--- config.mk ---
export PLATFORM = sky130hd
export DESIGN_NAME = async_fifo_rd_stream
export DESIGN_NICKNAME = d
export VERILOG_FILES = /design/src/rtl/async_fifo_pkg.sv /design/src/rtl/fifo_rd_obuf.sv /design/src/rtl/async_fifo_rd_stream.sv
export SDC_FILE = /design/constraint.sdc
export NUM_CORES = 1
export LEC_CHECK = 0
export CAP_MARGIN = 10
export CORE_MARGIN = 4
export CORE_UTILIZATION = 34
export DETAILED_ROUTE_END_ITERATION = 12
export GPL_ROUTABILITY_DRIVEN = 0
export GPL_TIMING_DRIVEN = 0
export PLACE_DENSITY_LB_ADDON = 0.15
export REMOVE_ABC_BUFFERS = 1
export SETUP_SLACK_MARGIN = 0.3
export SYNTH_ARGS = -nofsm -noshare
export SYNTH_HDL_FRONTEND = slang
export SYNTH_HIERARCHICAL = 1
export SYNTH_SLANG_ARGS = --single-unit
--- constraint.sdc ---
create_clock -name rclk -period 2.7 [get_ports rclk]
set_clock_uncertainty 0.2 [all_clocks]
set_input_delay 0.27 -clock rclk [delete_from_list [all_inputs] [get_ports rclk]]
set_output_delay 0.27 -clock rclk [all_outputs]
set_load 0.02 [all_outputs]
--- src/rtl/async_fifo_pkg.sv ---
// Shared constants and sizing helpers for the async FIFO read-side blocks.
package async_fifo_pkg;

  localparam int DSIZE_DEFAULT       = 8;
  localparam int MIN_BUF_DEPTH       = 2;
  localparam int FULL_RATE_BUF_DEPTH = 3;

  // Occupancy must represent 0..depth inclusive.
  function automatic int occ_width(input int depth);
    return $clog2(depth + 1);
  endfunction

  function automatic int ptr_width(input int depth);
    return (depth > 1) ? $clog2(depth) : 1;
  endfunction

endpackage

--- src/rtl/fifo_rd_obuf.sv ---
// Circular output buffer: push captures FIFO read data at the tail, pop retires the head.
module fifo_rd_obuf
  import async_fifo_pkg::*;
#(
  parameter int DSIZE     = DSIZE_DEFAULT,
  parameter int BUF_DEPTH = 4
) (
  input  logic                            clk,
  input  logic                            rst,
  input  logic                            push,
  input  logic [DSIZE-1:0]                push_data,
  input  logic                            pop,
  output logic [DSIZE-1:0]                head_data,
  output logic [occ_width(BUF_DEPTH)-1:0] occ,
  output logic                            not_empty
);

  localparam int OCC_W = occ_width(BUF_DEPTH);
  localparam int PTR_W = ptr_width(BUF_DEPTH);

  logic [DSIZE-1:0] buf_mem [BUF_DEPTH];
  logic [PTR_W-1:0] head;
  logic [PTR_W-1:0] tail;
  logic             do_pop;

  // Pointers wrap at BUF_DEPTH, which need not be a power of two.
  function automatic logic [PTR_W-1:0] ptr_inc(input logic [PTR_W-1:0] p);
    return (p == PTR_W'(BUF_DEPTH - 1)) ? '0 : p + PTR_W'(1);
  endfunction

  assign do_pop    = pop && (occ != '0);
  assign not_empty = (occ != '0);
  assign head_data = buf_mem[head];

  always_ff @(posedge clk) begin
    if (rst) begin
      head <= '0;
      tail <= '0;
      occ  <= '0;
    end else begin
      if (push) tail <= ptr_inc(tail);
      if (do_pop) head <= ptr_inc(head);
      if (push && !do_pop) begin
        occ <= occ + OCC_W'(1);
      end else if (!push && do_pop) begin
        occ <= occ - OCC_W'(1);
      end
    end
  end

  always_ff @(posedge clk) begin
    if (push) buf_mem[tail] <= push_data;
  end

  occ_le_depth: assert property (@(posedge clk) disable iff (rst) occ <= OCC_W'(BUF_DEPTH));

endmodule

--- src/rtl/async_fifo_rd_stream.sv ---
// FIFO read-side consumer: credit-based rinc, one-cycle read latency absorbed by an
// output buffer, delivered as a full-rate valid/ready stream.
module async_fifo_rd_stream
  import async_fifo_pkg::*;
#(
  parameter int DSIZE     = DSIZE_DEFAULT,
  parameter int BUF_DEPTH = 4,
  parameter int CNT_W     = 16
) (
  input  logic                            rclk,
  input  logic                            rrst,
  input  logic                            rempty,
  input  logic [DSIZE-1:0]                rdata,
  output logic                            rinc,
  output logic                            m_valid,
  output logic [DSIZE-1:0]                m_data,
  input  logic                            m_ready,
  output logic [occ_width(BUF_DEPTH)-1:0] occ,
  output logic [CNT_W-1:0]                words_out
);

  localparam int OCC_W = occ_width(BUF_DEPTH);
  localparam logic [OCC_W:0] CREDIT_MAX = (OCC_W + 1)'(BUF_DEPTH - 1);

  if (BUF_DEPTH < MIN_BUF_DEPTH) begin : g_depth_check
    $error("async_fifo_rd_stream: BUF_DEPTH must be at least %0d", MIN_BUF_DEPTH);
  end

  logic           inflight;
  logic           beat;
  logic [OCC_W:0] credit_used;

  // A word already requested still needs a slot, so it counts against the credit.
  assign credit_used = {1'b0, occ} + {{OCC_W{1'b0}}, inflight};
  assign rinc        = !rrst && !rempty && (credit_used <= CREDIT_MAX);
  assign beat        = m_valid && m_ready;

  always_ff @(posedge rclk) begin
    if (rrst) begin
      inflight  <= 1'b0;
      words_out <= '0;
    end else begin
      inflight <= rinc;
      if (beat) words_out <= words_out + CNT_W'(1);
    end
  end

  fifo_rd_obuf #(
    .DSIZE    (DSIZE),
    .BUF_DEPTH(BUF_DEPTH)
  ) u_obuf (
    .clk      (rclk),
    .rst      (rrst),
    .push     (inflight),
    .push_data(rdata),
    .pop      (beat),
    .head_data(m_data),
    .occ      (occ),
    .not_empty(m_valid)
  );

endmodule

== After elaboration in Yosys (flattened, before gate mapping) ==
Memory sizes are Yosys's and may differ from the RTL's. A register that Yosys moved wholly into a read port is not among the register bits.
Index checks and enable logic that the tools add are counted.

* Flip-flop bits (word level): 24
* RAM bits: 32
* Input bits: 12
* Output and inout port bits: 29
* Logic and storage cells: 35
* Memories: 1

* $add $sub $neg: 6
* Magnitude comparators: 1
* Eq/ne operators: 2
* Multiplexer cells: 8
* Reductions and logical operators: 12

{| class="wikitable"
|+ Memory list
! memory !! depth !! bits a word !! read ports !! clocked after memory_dff !! write ports !! RTL line !! source
|-
| u_obuf.buf_mem || 4 || 8 || 1 || 1 || 1 || fifo_rd_obuf.sv:21 || <nowiki>logic [DSIZE-1:0] buf_mem [BUF_DEPTH];</nowiki>
|}

{| class="wikitable"
|+ Operators with widths
! cell !! number
|-
| $add 16x1->16 const B || 1
|-
| $mux 2 || 4
|-
| $logic_and 1x1->1 || 6
|-
| $mux 3 || 2
|-
| $add 2x1->2 const B || 2
|-
| $add 3x1->4 || 1
|-
| $eq 2x2->1 const B || 2
|-
| $le 4x2->1 const B || 1
|-
| $logic_not 1->1 || 4
|-
| $add 3x1->3 const B || 1
|-
| $reduce_bool 3->1 || 1
|-
| $sub 3x1->3 const B || 1
|-
| $mux 1 || 2
|-
| $reduce_bool 2->1 || 1
|}

== Depth between registers and ports, before layout ==
Gate-level depths: netlist of run 1.

* Word-level depth: 6
* Gate-level depth with buffers: 10
* Gate-level depth less buffers: 10

== Modules after synthesis ==
Netlist of run 1, hierarchy kept.

{| class="wikitable"
|+ Modules (own cells, without submodules)
! module !! times used !! cells each !! area each (um2) !! sequential area each (um2)
|-
| fifo_rd_obuf || 1 || 86 || 1614.0 || 1141.1
|-
| async_fifo_rd_stream || 1 || 88 || 787.0 || 340.3
|}

== Worst setup path after synthesis of run 1 ==
No wires, ideal clock.

* Path type: reg2reg
* From: register u_obuf.occ[2]
* To: register u_obuf.occ[2]
* Setup time: 0.070 ns
* Arrival: 2.566 ns
* Required time: 2.430 ns
* Setup slack: -0.135 ns
* Cell stages (with the launch flop): 11
* Path buffers: 0
* Clock period less this slack: 2.835 ns
* Path through: dfxtp_1 -> or3_2 -> nand2_1 -> inv_1 -> o31ai_4 -> ha_1 -> inv_1 -> fa_1 -> xor2_1 -> or3_1 -> a21oi_1

* Longest elaborated chain between the ends: 6
* Elaborated cells on any way between the ends: 11
* Those cells by class: 2 x add/sub; 2 x mux; 7 x reduce/logical

{| class="wikitable"
|+ RTL lines
! item !! RTL line !! source
|-
| start: declaration || fifo_rd_obuf.sv:14 || <nowiki>output logic [occ_width(BUF_DEPTH)-1:0] occ,</nowiki>
|-
| start signal: assignment || fifo_rd_obuf.sv:44 || <nowiki>occ <= occ + OCC_W'(1);</nowiki>
|-
| start signal: assignment || fifo_rd_obuf.sv:46 || <nowiki>occ <= occ - OCC_W'(1);</nowiki>
|-
| $reduce_bool 3->1 * || fifo_rd_obuf.sv:32 || <nowiki>assign not_empty = (occ != '0);</nowiki>
|-
| net m_valid || async_fifo_rd_stream.sv:15 || <nowiki>output logic m_valid,</nowiki>
|-
| $logic_and 1x1->1 * || async_fifo_rd_stream.sv:36 || <nowiki>assign beat = m_valid && m_ready;</nowiki>
|-
| net beat || async_fifo_rd_stream.sv:30 || <nowiki>logic beat;</nowiki>
|-
| $logic_and 1x1->1 * || fifo_rd_obuf.sv:31 || <nowiki>assign do_pop = pop && (occ != '0);</nowiki>
|-
| $logic_not 1->1 || fifo_rd_obuf.sv:43 || <nowiki>if (push && !do_pop) begin</nowiki>
|-
| $logic_and 1x1->1 || fifo_rd_obuf.sv:43 ||
|-
| $mux 3 or $reduce_bool 2->1 (tied branches) || - ||
|}

The timed path passes the listed nets; every way through them passes the cells marked *. The select of a mux whose other input is x is not followed.
A chain may end at the register's enable or synchronous reset.

== Worst setup path in the final report of run 1 ==
* From: register u_obuf.occ[0]
* To: register u_obuf.occ[2]

* Longest elaborated chain between the ends: 6
* Elaborated cells on any way between the ends: 11
* Those cells by class: 2 x add/sub; 2 x mux; 7 x reduce/logical

{| class="wikitable"
|+ RTL lines
! item !! RTL line
|-
| $reduce_bool 3->1 * || fifo_rd_obuf.sv:32
|-
| $logic_and 1x1->1 * || async_fifo_rd_stream.sv:36
|-
| net beat || async_fifo_rd_stream.sv:30
|-
| $logic_and 1x1->1 * || fifo_rd_obuf.sv:31
|-
| $logic_not 1->1 || fifo_rd_obuf.sv:43
|-
| $logic_and 1x1->1 || fifo_rd_obuf.sv:43
|-
| $mux 3 or $reduce_bool 2->1 (tied branches) || -
|}

Marks and branches as above.

==> results.py, run 1 <==
metrics = {
    "floorplan": {
        "coreArea_mm2": 0.00683,
        "die_h_um": 92.0,
        "design.portCount": 41,
        "chipWidth_um": 92.0,
        "start_util": 0.351,
        "floorplan.die_area_mm2": 0.00847,
        "num_rows": 30,
    },
    "logic_synthesis": {
        "synth-seq-cells": 58,
        "synthFlopType": "edfxtp_1",
        "async_flop_share": 0,
        "synthTopCellsByArea": "edfxtp_1 (40%), dfxtp_1 (22%), mux4_2 (7.5%), ha_1 (3.6%), xnor2_1 (3.3%)",
        "yosysSeqAreaShare": 0.617,
        "synth_most_common_cell": "edfxtp_1",
        "syn_inst": 174,
        "synth_top_area_share": 0.400,
        "synth_edf_count": 32,
        "synth_area_leader_cell": "edfxtp_1",
        "ys.warnings.count": 6,
        "synth_common_cells": "edfxtp_1 (32), dfxtp_1 (26), nor2_1 (17), inv_1 (9), xnor2_1 (9)",
        "ys_types": 34,
        "syn_area_mm2": 0.00240,
        "synth_area_per_cell_um2": 13.8,
    },
    "global_route": {
        "grt_usage": 0.112,
        "grt.overflow.total": 0,
        "antenna_found_initial": 0,
        "grt_max_degree": 27,
        "grt_pass1_vias": 1507,
        "grt_pass1_wl_mm": 7.29,
    },
    "clock_network": {
        "clk_latency_ns": 0.33,
        "hold_buffers": 0,
        "clk_root_buffer_cell": "clkbuf_8",
        "cts_tree": "done",
        "clkSinkCount": 58,
        "clk_pin_slew_ns": 0.07,
        "cts.path.max_buffers": 2,
        "cts-htree-levels": 3,
        "cts_inserted_buffers": 9,
    },
    "setup_path": {
        "cp_slowest_stage_delay_ns": 0.40,
        "required_ns": 2.75,
        "end_kind": "register",
        "crit_type": "reg2reg",
        "crit_family": "simple AND/OR/NAND/NOR gates",
        "crit_path_start_kind": "register",
        "critPathMaxFanout": 4,
        "crit_path_top_delay_cell": "or3_4",
        "cp_cell_sequence": "or3_4 > nand2_4 > inv_2 > o31ai_4 > ha_2 > inv_1 > fa_2 > xor2_1 > or3_1 > a21oi_2",
        "worstPathArrival_ns": 2.51,
        "cp_num_buf_inv": 2,
    },
    "layout": {
        "syn2layout_area_growth_pct": 31.9,
        "final_util": 0.464,
        "drive_above_1_share": 0.212,
        "fin_nets": 246,
        "n_antenna_cell": 0,
        "final_area_mm2": 0.00317,
    },
    "power_and_ir_drop": {
        "pwr-share-clk": 0.301,
        "intPower_uw": 1820,
        "cellPowerDensity_mw_per_mm2": 826,
        "p_total_uw": 2620,
        "ir_drop_uv": 689,
        "p_leak_uw": 0.00108,
        "seq_power_share": 0.421,
        "p_comb_frac": 0.279,
        "sw_frac_of_total": 0.303,
        "p_switching_uw": 793,
    },
    "sta": {
        "max_slew.worst_pin.slew_ns": 0.579,
        "hold_viol": 0,
        "maxSlewViolCount": 0,
        "relSlewSlack": 0.614,
        "finalSetupViolCount": 0,
        "fmax_ghz": 0.407,
        "finalCritPeriodShare": 0.910,
        "grt_setup_unrepaired": "yes",
        "layout_setup_ws_ns": 0.244,
        "period_needed_ns": 2.46,
    },
    "routing": {
        "viasPerCell": 4.52,
        "dr.pass1.iters": 4,
        "drc": 0,
        "ant_nets": 0,
        "avgRoutedWirePerCell_um": 13.3,
        "postRouteWirelength_mm": 4.36,
        "num_vias": 1479,
        "first_iter_violations": 66,
    },
    "placed_design": {
        "place_area_mm2": 0.00289,
        "port_buffers": 40,
        "post-place-ws_ns": -0.196,
        "dp_hpwl_mm": 2.86,
    },
    "run_status": {
        "status": "finished clean",
    },
    "flow_run": {
        "cap_violations": 0,
    },
    "worst_hold_path": {
        "hold_path_class": "reg2reg",
    },
}
## path summary, 6_finish.rpt
check / from / endpoint / slack [ns] / cells after the start
setup reg to reg: u_obuf/occ[0] / u_obuf/occ[2] / 0.24 / 10
hold reg to reg: u_obuf/head[0] / register / 0.29 / 2
setup / recovery: u_obuf/occ[0] / u_obuf/occ[2] / 0.24 / 10
hold / removal: u_obuf/head[0] / register / 0.29 / 2
## power groups by stage
stage	clock, uW	sequential (uW)	combinational (uW)
2_1_floorplan	0	1140	341
3_3_place_gp	0	1130	601
3_5_place_dp	0	1130	603
4_1_cts	815	1100	727
5_1_grt	862	1120	790
6_report	786	1100	729
## sequential cells by signal (all words and copies together) (netlist names), named ones only
register / cells
u_obuf/occ: 3
words_out: 16
u_obuf/buf_mem: 32
u_obuf/tail: 2
inflight: 1
u_obuf/head: 2
## routing by layer
metal  track usage  wire length [um]  vias to the layer above
met3        0.0353               152                        8
met2         0.173              2070                       31
met1         0.143              2080                      698
li1              -                 -                      742
met5             0                 0                        -
met4        0.0520                63                        0
## through the flow
| step | hold WS, ns | setup TNS (ns) | std cells |
|---|---|---|---|
| 2_1_floorplan | 0.137 | -0.135 | 170 |
| 3_3_place_gp | 0.287 | -0.283 | 306 |
| 3_5_place_dp | 0.285 | -0.329 | 306 |
| 4_1_cts | 0.291 | 0 | 327 |
| 5_1_grt | 0.299 | 0 | 327 |
| 6_report | 0.294 | 0 | 327 |
## repair_timing
action / CTS / global route
resized for setup: 16 / 3
pin swaps: 3 / 1
cloned: 0 / 0
setup buffers: 5 / 0
setup endpoints to repair: 11 / 3
## logic make-up (layout without fill, tap and decap cells)
logic type,count (synthesis),in the layout,share of synthesized area
AOI/OAI and AO/OA,16,16,0.0448
xor gates and xnor gates,12,12,0.0438
adders and majority gates,8,8,0.0448
buffers and inverters,13,70,0.0271
DFF,58,58,0.617
muxes,11,11,0.0875
and+or+nand+nor,56,56,0.135
## area by class of cell
cell class | count | area [um2]
Clock buffer | 9 | 124
Clock inverter | 7 | 77.6
Fill cell | 655 | 3660
Inverter | 9 | 33.8
Multi-Input combinational cell | 103 | 875
Sequential cell | 58 | 1490
Tap cell | 96 | 120
Timing Repair Buffer | 45 | 444
## placed cells by master, fill, tap and decap left out, drive strengths merged
master / netlist / layout
nand4: 4 / 4
nand3: 4 / 4
clkdlybuf4s15: 0 / 1
o31ai: 1 / 1
a21oi: 9 / 9
dlymetal6s2s: 0 / 2
mux2i: 3 / 3
inv: 9 / 10
clkinv: 0 / 1
buf: 3 / 5
and3: 1 / 1
and2: 4 / 4
nand2: 8 / 8
xor2: 3 / 3
nand2b: 1 / 1
mux4: 8 / 8
dfxtp: 26 / 26
o21ai: 4 / 4
a31o: 2 / 2
xnor2: 9 / 9
nor3: 4 / 4
bufinv: 0 / 1
clkbuf: 1 / 9
or3: 6 / 6
clkdlybuf4s50: 0 / 37
fa: 1 / 1
edfxtp: 32 / 32
clkinvlp: 0 / 4
nor3b: 1 / 1
ha: 7 / 7
nor2: 17 / 17
nor4: 6 / 6
## worst reg2reg max path: cells and delay by family, from the launching register on
family,cells,cell delay (ns)
adders and majority gates,2,0.57
xor gates and xnor gates,1,0.15
buffers and inverters,2,0.11
DFF,1,0.35
and+or+nand+nor,3,0.80
AOI/OAI and AO/OA,2,0.20
No activity file was read; power rests on OpenSTA's default activity.
==> run 2, diff against run 1 <==
--- a/config.mk
+++ b/config.mk
@@ -5,6 +5,7 @@
 export SDC_FILE = /design/constraint.sdc
 export NUM_CORES = 1
 export LEC_CHECK = 0
+export ABC_AREA = 0
 export CAP_MARGIN = 10
 export CORE_MARGIN = 4
 export CORE_UTILIZATION = 34
@@ -13,7 +14,6 @@
 export GPL_TIMING_DRIVEN = 0
 export PLACE_DENSITY_LB_ADDON = 0.15
 export REMOVE_ABC_BUFFERS = 1
-export SETUP_SLACK_MARGIN = 0.3
 export SYNTH_ARGS = -nofsm -noshare
 export SYNTH_HDL_FRONTEND = slang
 export SYNTH_HIERARCHICAL = 1
==> run 2 against run 1 <==
Compared with the run above:
- combinational power down 13%
- first-iteration DRC count down 17%
- die area unchanged
- global-route usage down 0.45 points
==> results.py, run 2 (synthesis results as in run 1) <==
metrics = {
    "placed_design": {
        "post-place-ws_ns": -0.196,
        "port_buffers": 40,
        "place_inst": 306,
        "dp_hpwl_mm": 2.86,
    },
    "floorplan": {
        "coreArea_mm2": 0.00683,
        "num_rows": 30,
        "floorplan.die_area_mm2": 0.00847,
        "start_util": 0.351,
        "chipWidth_um": 92.0,
        "die_h_um": 92.0,
        "design.portCount": 41,
    },
    "global_route": {
        "grt_max_degree": 27,
        "grt_pass1_vias": 1459,
        "grt_usage": 0.107,
        "grt.overflow.total": 0,
        "antenna_found_initial": 0,
        "grt_pass1_wl_mm": 7.00,
    },
    "layout": {
        "fin_nets": 242,
        "largest_reg_flops": 32,
        "multi_input_area_um2": 872,
        "drive_above_1_share": 0.185,
        "final-instance-count-excl-fill": 323,
        "n_antenna_cell": 0,
        "top_regs": "u_obuf/buf_mem (32), words_out (16), u_obuf/occ (3)",
        "syn2layout_area_growth_pct": 30.0,
        "layout_commonest_cell": "clkdlybuf4s50_1",
        "fillCellCount": 657,
        "mostFrequentLayoutCells": "clkdlybuf4s50_1 (39), edfxtp_1 (32), dfxtp_1 (23)",
        "regMostFlops": "u_obuf/buf_mem",
        "seq_area_mm2": 0.00149,
    },
    "worst_hold_path": {
        "min_from": "u_obuf/head[0]",
        "hold_path_class": "reg2reg",
        "min_path_cells": 2,
    },
    "setup_path": {
        "critical_path.startpoint": "u_obuf/occ[0]",
        "crit_path_start_kind": "register",
        "reg2regPathDepth": 10,
        "crit_type": "reg2reg",
        "end_kind": "register",
        "critPathMaxFanout": 6,
        "required_ns": 2.75,
        "worstPathArrival_ns": 2.63,
        "rrSetupSlack_ns": 0.12,
        "timing.rr.end": "u_obuf/occ[2]",
        "r2r-start": "u_obuf/occ[0]",
    },
    "sta": {
        "max_slew.worst_pin.slew_ns": 1.01,
        "hold_viol": 0,
        "layout_setup_ws_ns": 0.119,
        "finalSetupViolCount": 0,
        "finalCritPeriodShare": 0.956,
        "grt_setup_unrepaired": "no",
        "fin_hold_ws_ns": 0.295,
        "period_needed_ns": 2.58,
        "maxSlewViolCount": 0,
        "relSlewSlack": 0.328,
        "fmax_ghz": 0.387,
    },
    "routing": {
        "postRouteWirelength_mm": 4.22,
        "ant_nets": 0,
        "num_vias": 1461,
        "first_iter_violations": 55,
        "viasPerCell": 4.52,
        "dr.pass1.iters": 4,
        "drc": 0,
        "avgRoutedWirePerCell_um": 13.1,
    },
    "power_and_ir_drop": {
        "ir_drop_uv": 737,
        "cellPowerDensity_mw_per_mm2": 813,
        "p_leak_uw": 0.00104,
    },
    "clock_network": {
        "clk_pin_slew_ns": 0.07,
        "clkSinkCount": 58,
        "cts-htree-levels": 3,
        "cts.path.max_buffers": 2,
        "clk_latency_ns": 0.33,
        "cts_inserted_buffers": 9,
        "cts_tree": "done",
        "clk_root_buffer_cell": "clkbuf_8",
        "hold_buffers": 0,
    },
    "flow_run": {
        "cap_violations": 0,
    },
    "run_status": {
        "status": "finished clean",
    },
}
## run 2: changes by cell type in the layout (fill, tap and decap cells not counted), moves of 2 or more
cell             delta
dlymetal6s2s_1      -2
buf_4               -4
clkdlybuf4s50_1     +2
dfxtp_4             -2
## run 2: repair_timing
| item | in CTS | in global routing |
|---|---|---|
| setup endpoints to repair | 2 | 9 |
| resized for setup | 6 | 5 |
| setup buffers | 0 | 1 |
| pin swaps | 1 | 2 |
## run 2: final cells by class
| type | instances | share of cell area |
|---|---|---|
| clock buffers | 9 | 0.0397 |
| inverters | 9 | 0.0108 |
| multi-input cells | 103 | 0.279 |
| well taps | 96 | 0.0385 |
| clock inverters | 7 | 0.0248 |
| repair buffers | 41 | 0.130 |
| flip-flops and latches | 58 | 0.477 |
## run 2: routing by layer
layer	share of wire	routed length (um)	global-route usage	vias up
met5	0	0	0	-
met4	0.015	63	0.0520	0
met3	0.038	162	0.0353	8
met2	0.47	1980	0.164	31
met1	0.48	2010	0.136	690
li1	-	-	-	732
## run 2: worst max-delay path: stages, from the launching register on
cell and delay, ns:
dfxtp_4 0.38, or3_4 0.44, nand2_4 0.09, inv_2 0.06, o31ai_4 0.08, ha_2 0.23
inv_1 0.05, fa_1 0.37, xor2_1 0.15, or3_1 0.32, a21oi_2 0.13
## run 2: through the flow
stage	setup TNS, ns	util	power [uW]	instance area, um2
after global placement	-0.283	0.423	1730	2890
final	0	0.457	2540	3120
after detailed placement	-0.329	0.423	1730	2890
after CTS	0	0.454	2560	3100
after floorplan	-0.135	-	1480	2370
after global routing	0	0.457	2680	3120
## run 2: worst max-delay path by stage
stage	to	slack, ns	cells past startpoint
final	u_obuf/occ[2]	0.12	10
after detailed placement	u_obuf/occ[2]	-0.20	10
after global placement	u_obuf/occ[2]	-0.16	10
after floorplan	u_obuf/occ[2]	-0.14	10
after global routing	u_obuf/occ[2]	0.007	10
after CTS	m_data[2]	0.03	2
## run 2: where the power goes
group / leakage (uW) / switching [uW] / internal, uW
logic: 0.000448 / 306 / 330
clock network: 0.0000881 / 357 / 430
registers: 0.000503 / 103 / 1010
==> run 3, diff against run 2 <==
--- a/config.mk
+++ b/config.mk
@@ -6,9 +6,10 @@
 export NUM_CORES = 1
 export LEC_CHECK = 0
 export ABC_AREA = 0
-export CAP_MARGIN = 10
+export CAP_MARGIN = 30
 export CORE_MARGIN = 4
 export CORE_UTILIZATION = 34
+export CTS_BUF_LIST = sky130_fd_sc_hd__clkbuf_4 sky130_fd_sc_hd__clkbuf_8
 export DETAILED_ROUTE_END_ITERATION = 12
 export GPL_ROUTABILITY_DRIVEN = 0
 export GPL_TIMING_DRIVEN = 0
==> run 3 against run 2 <==
Compared with the run above:
- sequential cell count unchanged
- die area unchanged
- sequential share of layout area down 0.42 points
- non-clock buffer count up 1
- highest routed layer unchanged
- worst setup slack better by 0.0016 ns
- clock power about the same
- largest cell class unchanged
- maximum frequency about the same
- critical path type unchanged
==> results.py, run 3 (synthesis results as in run 1) <==
metrics = {
    "run_status": {
        "status": "finished clean",
    },
    "layout": {
        "fin_nets": 243,
        "drive_above_1_share": 0.189,
        "regMostFlops": "u_obuf/buf_mem",
        "mostFrequentLayoutCells": "clkdlybuf4s50_1 (39), edfxtp_1 (32), dfxtp_1 (23)",
        "final_util": 0.461,
        "largest_reg_flops": 32,
        "top_regs": "u_obuf/buf_mem (32), words_out (16), u_obuf/occ (3)",
        "n_antenna_cell": 0,
        "fillCellCount": 655,
        "final_area_mm2": 0.00315,
        "syn2layout_area_growth_pct": 31.2,
        "layout_commonest_cell": "clkdlybuf4s50_1",
    },
    "floorplan": {
        "design.portCount": 41,
        "num_rows": 30,
        "coreArea_mm2": 0.00683,
        "floorplan.die_area_mm2": 0.00847,
        "start_util": 0.351,
        "die_h_um": 92.0,
        "chipWidth_um": 92.0,
    },
    "setup_path": {
        "path_depth": 10,
        "cp_slowest_stage_delay_ns": 0.44,
        "cp_cell_sequence": "or3_4 > nand2_4 > inv_2 > o31ai_4 > ha_2 > inv_1 > fa_1 > xor2_1 > or3_1 > a21oi_2",
        "critical_path.startpoint": "u_obuf/occ[0]",
        "timing.rr.end": "u_obuf/occ[2]",
        "crit_path_top_delay_cell": "or3_4",
        "rrSetupSlack_ns": 0.12,
        "crit_path_start_kind": "register",
        "end_kind": "register",
        "required_ns": 2.76,
        "cp-endpoint": "u_obuf/occ[2]",
        "critPathMaxFanout": 6,
        "r2r-start": "u_obuf/occ[0]",
        "cp_num_buf_inv": 2,
        "crit_family": "simple AND/OR/NAND/NOR gates",
        "crit_type": "reg2reg",
        "worstPathArrival_ns": 2.64,
        "reg2regPathDepth": 10,
    },
    "sta": {
        "grt_setup_unrepaired": "no",
        "finalCritPeriodShare": 0.955,
        "finalSetupViolCount": 0,
        "fmax_ghz": 0.388,
        "maxSlewViolCount": 0,
        "max_slew.worst_pin.slew_ns": 0.437,
        "tns_ns": 0,
        "period_needed_ns": 2.58,
        "relSlewSlack": 0.709,
        "hold_viol": 0,
    },
    "global_route": {
        "grt_pass1_vias": 1459,
        "grt.overflow.total": 0,
        "grt_usage": 0.107,
        "antenna_found_initial": 0,
        "grt_max_degree": 27,
        "grt_pass1_wl_mm": 7.00,
    },
    "placed_design": {
        "port_buffers": 40,
        "dp_hpwl_mm": 2.86,
        "place_area_mm2": 0.00289,
    },
    "clock_network": {
        "clk_latency_ns": 0.33,
        "clk_pin_slew_ns": 0.07,
        "cts-htree-levels": 3,
        "cts_tree": "done",
        "cts_inserted_buffers": 9,
        "clkSinkCount": 58,
        "hold_buffers": 0,
        "cts.path.max_buffers": 2,
        "clk_root_buffer_cell": "clkbuf_8",
    },
    "routing": {
        "viasPerCell": 4.53,
        "postRouteWirelength_mm": 4.22,
        "num_vias": 1469,
        "dr.pass1.iters": 4,
        "drc": 0,
        "avgRoutedWirePerCell_um": 13.0,
        "ant_nets": 0,
        "first_iter_violations": 56,
    },
    "power_and_ir_drop": {
        "ir_drop_uv": 741,
        "p_leak_uw": 0.00105,
        "cellPowerDensity_mw_per_mm2": 808,
        "p_total_uw": 2540,
    },
    "flow_run": {
        "cap_violations": 0,
    },
    "worst_hold_path": {
        "min_from": "rrst",
        "hold_path_class": "in2reg",
    },
}
[run 3: changes by cell type in the layout (fill, tap and decap cells not counted), sizes merged]
cell / previous run / this run
buf: 1 / 2
[run 3: layout make-up]
type | instances | area, um2 | share of cell area
clock inverter | 7 | 77.6 | 0.0246
tap | 96 | 120 | 0.0381
multi-input combinational | 103 | 872 | 0.277
inverter | 9 | 33.8 | 0.0107
timing repair buffer | 42 | 434 | 0.138
clock buffer | 9 | 124 | 0.0393
sequential | 58 | 1490 | 0.472
[run 3: timing repair]
action | in CTS | in global routing
setup endpoints to repair | 2 | 9
hold endpoints to repair | 0 | 0
setup buffers | 0 | 1
pin swaps | 1 | 1
resized for setup | 6 | 5
[run 3: power by group]
part	switching (uW)	total [uW]	leakage, uW	internal [uW]
Sequential	103	1110	0.000503	1010
Clock	357	787	0.0000881	430
Combinational	308	643	0.000461	335
Total	769	2540	0.00105	1780
[run 3: worst min path at each step]
stage / end / slack [ns] / depth (start not counted)
2_1_floorplan: register / 0.14 / 1
3_3_place_gp: u_obuf/head[0] / 0.29 / 2
3_5_place_dp: register / 0.29 / 2
4_1_cts: inflight / 0.29 / 2
5_1_grt: u_obuf/occ[2] / 0.22 / 2
6_report: u_obuf/occ[2] / 0.21 / 2
[run 3: per-stage QoR]
| step | hold slack (ns) | cells | setup slack [ns] |
|---|---|---|---|
| after floorplan | 0.137 | 170 | -0.135 |
| after global placement | 0.287 | 306 | -0.156 |
| after detailed placement | 0.285 | 306 | -0.196 |
| after CTS | 0.292 | 322 | 0.0300 |
| after global routing | 0.221 | 324 | 0.0121 |
| final | 0.212 | 324 | 0.121 |
[run 3: layer usage]
layer  global-route usage  share of wire  up-vias
li1                     -              -      736
met1                0.136           0.48      694
met2                0.164           0.47       31
met3               0.0353          0.043        8
met4               0.0520          0.016        0
met5                    0              0        -
